## src/rtl/serial_mag_comp_pkg.sv

```systemverilog
// -----------------------------------------------------------------------------
// serial_mag_comp_pkg
//   Shared definitions for the serial magnitude comparator:
//   - state_t    : FSM state encoding (IDLE / CMP / DONE)
//   - result_t   : one-hot comparison result {eq, gt, lt}
//   - calc_nchunk: number of CHUNK-bit slices in a WIDTH-bit operand
//   - idx_bits   : width of a chunk index register (at least 1 bit)
// -----------------------------------------------------------------------------
package serial_mag_comp_pkg;

  typedef enum logic [1:0] {
    IDLE = 2'd0,
    CMP  = 2'd1,
    DONE = 2'd2
  } state_t;

  typedef struct packed {
    logic eq;
    logic gt;
    logic lt;
  } result_t;

  // Guard against a zero chunk so a bad parameter set still elaborates far
  // enough for the parameter check in the top to report it.
  function automatic int calc_nchunk(input int width, input int chunk);
    return (chunk > 0) ? (width / chunk) : 1;
  endfunction

  function automatic int idx_bits(input int n);
    return (n > 1) ? $clog2(n) : 1;
  endfunction

endpackage

```

## src/rtl/serial_mag_comp_comp_chunk.sv

```systemverilog
// -----------------------------------------------------------------------------
// comp_chunk
//   Purely combinational unsigned compare of two N-bit slices.
//   Ports:
//     a, b  : slices to compare (unsigned)
//     eq    : a == b
//     gt    : a >  b
//     lt    : a <  b
// -----------------------------------------------------------------------------
module comp_chunk #(
  parameter int N = 4
) (
  input  logic [N-1:0] a,
  input  logic [N-1:0] b,
  output logic         eq,
  output logic         gt,
  output logic         lt
);

  assign eq = (a == b);
  assign gt = (a >  b);
  assign lt = (a <  b);

endmodule

```

## src/rtl/serial_mag_comp.sv

```systemverilog
// -----------------------------------------------------------------------------
// serial_mag_comp
//   Compares two WIDTH-bit operands CHUNK bits per cycle, MSB chunk first,
//   stopping as soon as a chunk differs. Signed compares bias the sign bit
//   (invert it) on the MSB chunk so the remaining compare is unsigned.
//   Ports:
//     clk        : rising-edge clock
//     rst        : asynchronous active-high reset
//     in_valid   : operands and mode presented
//     in_ready   : block idle and accepting operands
//     a, b       : operands
//     is_signed  : 1 = two's-complement compare, 0 = unsigned
//     out_valid  : result available (held until out_ready)
//     out_ready  : consumer takes the result
//     eq, gt, lt : one-hot result, registered
// -----------------------------------------------------------------------------
module serial_mag_comp
  import serial_mag_comp_pkg::*;
#(
  parameter int WIDTH = 16,
  parameter int CHUNK = 4
) (
  input  logic             clk,
  input  logic             rst,
  input  logic             in_valid,
  output logic             in_ready,
  input  logic [WIDTH-1:0] a,
  input  logic [WIDTH-1:0] b,
  input  logic             is_signed,
  output logic             out_valid,
  input  logic             out_ready,
  output logic             eq,
  output logic             gt,
  output logic             lt
);

  localparam int NCHUNK = calc_nchunk(WIDTH, CHUNK);
  localparam int IDX_W  = idx_bits(NCHUNK);
  localparam logic [IDX_W-1:0] LAST_IDX = IDX_W'(NCHUNK - 1);

  generate
    if (WIDTH < 1 || CHUNK < 1 || (WIDTH % CHUNK) != 0) begin : g_bad_params
      $error("serial_mag_comp: WIDTH (%0d) must be a positive multiple of CHUNK (%0d)",
             WIDTH, CHUNK);
    end
  endgenerate

  state_t           state_q, state_d;
  logic [WIDTH-1:0] a_q, a_d;
  logic [WIDTH-1:0] b_q, b_d;
  logic             signed_q, signed_d;
  logic [IDX_W-1:0] idx_q, idx_d;
  result_t          res_q, res_d;

  logic [CHUNK-1:0] chunk_a, chunk_b;
  logic             c_eq, c_gt, c_lt;

  // ---------------------------------------------------------------------------
  // Chunk select: mux the current slice out of the latched operands. On the
  // MSB chunk of a signed compare, flipping the sign bit of both operands maps
  // two's-complement order onto unsigned order.
  // ---------------------------------------------------------------------------
  always_comb begin
    chunk_a = '0;
    chunk_b = '0;
    for (int i = 0; i < NCHUNK; i++) begin
      if (idx_q == IDX_W'(i)) begin
        chunk_a = a_q[i*CHUNK +: CHUNK];
        chunk_b = b_q[i*CHUNK +: CHUNK];
      end
    end
    if (signed_q && (idx_q == LAST_IDX)) begin
      chunk_a[CHUNK-1] = ~chunk_a[CHUNK-1];
      chunk_b[CHUNK-1] = ~chunk_b[CHUNK-1];
    end
  end

  comp_chunk #(
    .N (CHUNK)
  ) u_comp_chunk (
    .a  (chunk_a),
    .b  (chunk_b),
    .eq (c_eq),
    .gt (c_gt),
    .lt (c_lt)
  );

  // ---------------------------------------------------------------------------
  // Next-state and datapath update
  // ---------------------------------------------------------------------------
  always_comb begin
    // NOTE: every signal driven here gets a default first, so no path through
    // the case leaves it unassigned and no latch is inferred.
    state_d  = state_q;
    a_d      = a_q;
    b_d      = b_q;
    signed_d = signed_q;
    idx_d    = idx_q;
    res_d    = res_q;

    unique case (state_q)
      IDLE: begin
        if (in_valid) begin
          a_d      = a;
          b_d      = b;
          signed_d = is_signed;
          idx_d    = LAST_IDX;
          res_d    = '0;       // no stale result survives into the next op
          state_d  = CMP;
        end
      end

      CMP: begin
        if (!c_eq) begin
          res_d   = '{eq: 1'b0, gt: c_gt, lt: c_lt};
          state_d = DONE;
        end else if (idx_q == '0) begin
          res_d   = '{eq: 1'b1, gt: 1'b0, lt: 1'b0};
          state_d = DONE;
        end else begin
          idx_d   = idx_q - IDX_W'(1);
        end
      end

      DONE: begin
        if (out_ready) begin
          state_d = IDLE;
        end
      end

      default: begin
        state_d = IDLE;
      end
    endcase
  end

  // ---------------------------------------------------------------------------
  // State register
  // ---------------------------------------------------------------------------
  always_ff @(posedge clk or posedge rst) begin
    // NOTE: sequential state uses non-blocking assignments so every register
    // samples the pre-edge value of every other register.
    if (rst) begin
      state_q <= IDLE;
    end else begin
      state_q <= state_d;
    end
  end

  // ---------------------------------------------------------------------------
  // Datapath registers; reset clears them so an aborted compare leaves
  // nothing behind.
  // ---------------------------------------------------------------------------
  always_ff @(posedge clk or posedge rst) begin
    if (rst) begin
      a_q      <= '0;
      b_q      <= '0;
      signed_q <= 1'b0;
      idx_q    <= '0;
      res_q    <= '0;
    end else begin
      a_q      <= a_d;
      b_q      <= b_d;
      signed_q <= signed_d;
      idx_q    <= idx_d;
      res_q    <= res_d;
    end
  end

  // Handshake outputs decode the state register only; results are registered.
  assign in_ready  = (state_q == IDLE);
  assign out_valid = (state_q == DONE);
  assign eq        = res_q.eq;
  assign gt        = res_q.gt;
  assign lt        = res_q.lt;

endmodule

```

## config.mk

```make
export PLATFORM = sky130hd
export DESIGN_NAME = serial_mag_comp
export DESIGN_NICKNAME = d
export VERILOG_FILES = /design/src/rtl/serial_mag_comp_pkg.sv /design/src/rtl/serial_mag_comp_comp_chunk.sv /design/src/rtl/serial_mag_comp.sv
export SDC_FILE = /design/constraint.sdc
export NUM_CORES = 1
export LEC_CHECK = 0
export ABC_AREA = 0
export CORE_MARGIN = 4
export CORE_UTILIZATION = 50
export DETAILED_ROUTE_END_ITERATION = 8
export DONT_BUFFER_PORTS = 1
export SYNTH_ARGS = -nofsm -noshare
export SYNTH_HDL_FRONTEND = slang
export SYNTH_SLANG_ARGS = --single-unit
```

## constraint.sdc

```tcl
create_clock -name clk -period 3 [get_ports clk]
set_input_delay 0.75 -clock clk [delete_from_list [all_inputs] [get_ports clk]]
set_output_delay 0.75 -clock clk [all_outputs]
set_load 0.1 [all_outputs]
```

==> results.sh <==
export IMPL_path_max_fanout=8
export IMPL_synth_top_area_frac=0.507
export IMPL_clk_pin_slew_worst_paths_ns=0.07
export IMPL_num_rows=22
export IMPL_r2r_start="idx_q[0]$_DFFE_PP0P_"
export IMPL_initial_core_util=0.528
export IMPL_p_int_mw=1.42
export IMPL_syn2layout_area_growth_pct=6.90
export IMPL_wire_per_inst_um=16.5
export IMPL_drv_slew=0
export IMPL_first_iter_violations=54
export IMPL_cp_start_kind="register"
export IMPL_die_width_um=70.9
export IMPL_end_kind="register"
export IMPL_via_per_inst=5.73
export IMPL_die_h_um=70.9
export IMPL_clock_skew_ns=0.00673
export IMPL_pwr_share_comb=0.401
export IMPL_crit_required_ns=3.16
export IMPL_grt_pass1_wl_um=6230
export IMPL_placed_cell_area_um2=2010
export IMPL_port_buffers=0
export IMPL_crit_end="idx_q[1]$_DFFE_PP0P_"
export IMPL_synth_area_leader_cell="dfrtp_1"
export IMPL_clock_power_share=0.157
export IMPL_final_area_um2=2110
export IMPL_fmax_ghz=0.379
export IMPL_cts_buffers=5
export IMPL_gp_congestion=0.827
export IMPL_grt_overflow_total=0
export IMPL_first_global_vias=1307
export IMPL_min_path_type="in -> async"
export IMPL_r2r_end="idx_q[1]$_DFFE_PP0P_"
export IMPL_dieArea_um2=5020
export IMPL_ys_warn_count=0
export IMPL_setup_tns_ns=0
export IMPL_grt_start_max_net_pins=41
export IMPL_setup_violations=0
export IMPL_final_util=0.564
export IMPL_switching_share=0.391
export IMPL_cts_root_buf="clkbuf_8"
export IMPL_r2r_slack_ns=0.36
export IMPL_slew_headroom=0.385
export IMPL_clk_latency_ns=0.29
export IMPL_synth_edf_count=0
export IMPL_final_common_cell="dfrtp_1"
export IMPL_ir_drop_uv=586
export IMPL_fin_crit_sh=0.880
export IMPL_core_area_um2=3740
export IMPL_yosys_top_cells_area="dfrtp_1, mux2_2, ha_1"
export IMPL_htree_levels=2
export IMPL_routed_wl_um=3640
export IMPL_yosysSeqAreaShare=0.507
export IMPL_final_cell_mix="dfrtp_1, mux2_2, o21ai_0, nand2_1, a21oi_1"
export IMPL_ys_flop_type="dfrtp_1"
export IMPL_run_status="finished, final reports clean"
export IMPL_grt_usage=0.157
export IMPL_finalHoldViolations=0
export IMPL_p_per_area_nw_per_um2=1100
export IMPL_dr_pass1_iters=4
export IMPL_path_class="reg -> reg"
export IMPL_diodes=0
export IMPL_syn_area_um2=1980
export IMPL_rsz0062_at_grt="no"
export IMPL_hpwl_um=2770
export IMPL_cts_sinks=40
export IMPL_syn_nets=212
export IMPL_ioPinCount=42
export IMPL_synth_ff_latch_count=40
export IMPL_worstMarginPinSlew_ns=0.923
export IMPL_drcViolationCount=0
export IMPL_r2r_cells=11
export IMPL_synth_cell_types=32
export IMPL_final_nets=216
export IMPL_arrival_ns=2.79
export IMPL_drtAntennaViolNets=0
export IMPL_setup_worst_path_start="idx_q[0]$_DFFE_PP0P_"
export IMPL_clockBufferDepth=2
export IMPL_antenna_found_initial=0
export IMPL_drive_gt1_frac=0.308
export IMPL_p_switching_uw=911
export IMPL_fin_crit_ns=2.64
export IMPL_async_flop_share=1.00
export IMPL_syn_avg_cell_area_um2=11.8
export IMPL_seqPwrFrac=0.442
export IMPL_synth_cells=167
export IMPL_leakage_nw=0.887
export IMPL_cts_tree="done"
export IMPL_maxCapViolCount=0
export IMPL_vias=1260
[power groups by stage]
stage                     clock (mW)  combinational [mW]  sequential, mW
after global placement             0               0.917            1.04
after floorplan                    0               0.842           0.964
after global routing           0.395                1.05            1.07
after detailed placement           0               0.940            1.05
after CTS                      0.376               0.948            1.04
final                          0.367               0.935            1.03
[cells in the mapped netlist (all sizes together), types with 2 or more instances]
| master | instances |
|---|---|
| a21oi | 12 |
| a221oi | 3 |
| a22oi | 2 |
| buf | 5 |
| clkbuf | 2 |
| dfrtp | 40 |
| ha | 8 |
| inv | 7 |
| mux2 | 32 |
| nand2 | 13 |
| nor2 | 8 |
| nor3 | 3 |
| o21ai | 16 |
| xor2 | 2 |
[metrics by stage]
stage	hold WS (ns)	instances	power, mW	setup WS (ns)
2_1_floorplan	0.475	167	1.81	0.475
5_1_grt	0.509	220	2.51	0.0560
3_5_place_dp	0.495	212	1.99	0.277
4_1_cts	0.475	220	2.36	0.240
6_report	0.466	220	2.33	0.361
3_3_place_gp	0.499	212	1.96	0.418
[worst max-delay path, stage by stage, from the launching register on]
cell and delay, ns:
dfrtp_1 0.43, inv_1 0.12, ha_2 0.27, nor2b_2 0.24, a221oi_1 0.11, nor3_1 0.18
a21oi_1 0.06, ha_1 0.36, nand4_2 0.17, nor2_2 0.23, mux2i_1 0.23, a22oi_1 0.09
[registers in the layout, indices dropped and copies added (netlist names)]
signal and count:
a_q 16, b_q 16, idx_q 2, state_q 2, eq 1, gt 1
lt 1, signed_q 1
[cell families after synthesis]
group           Yosys count  synth area share
compound gates           40             0.122
xor+xnor                  2           0.00887
fa+ha+maj                 8            0.0507
buf+inv                  14            0.0424
flops                    40             0.507
mux                      33             0.187
simple gates             30            0.0817
[repair_timing]
item	in CTS	in global routing
setup endpoints to repair	0	1
resized for setup	0	2
setup buffers	0	0
hold buffers	0	0
[worst min-delay path by stage]
stage	startpoint	end	slack (ns)	cells after the start
floorplan	b_q[8]$_DFFE_PP0P_	b_q[8]$_DFFE_PP0P_	0.48	1
global placement	a_q[10]$_DFFE_PP0P_	a_q[10]$_DFFE_PP0P_	0.50	1
detailed placement	a_q[10]$_DFFE_PP0P_	a_q[10]$_DFFE_PP0P_	0.50	1
CTS	rst	a_q[5]$_DFFE_PP0P_	0.48	2
global route	rst	b_q[1]$_DFFE_PP0P_	0.51	2
finish	rst	b_q[2]$_DFFE_PP0P_	0.47	2
[per-layer routing]
layer  track usage  wire (µm)  vias to the layer above
li1              -          -                      608
met1         0.205       1580                      609
met2         0.237       1710                       36
met3        0.0597        287                        7
met4        0.0626         61                        0
met5             0          0                        -
[area by class of cell]
type / count / area [µm²]
Timing Repair Buffer: 4 / 30.0
Tap cell: 48 / 60.1
Multi-Input combinational cell: 113 / 901
Clock buffer: 7 / 86.3
Fill cell: 342 / 1630
Inverter: 7 / 26.3
Sequential cell: 40 / 1000
Clock inverter: 1 / 7.51
(Power assumes the default switching activity.)
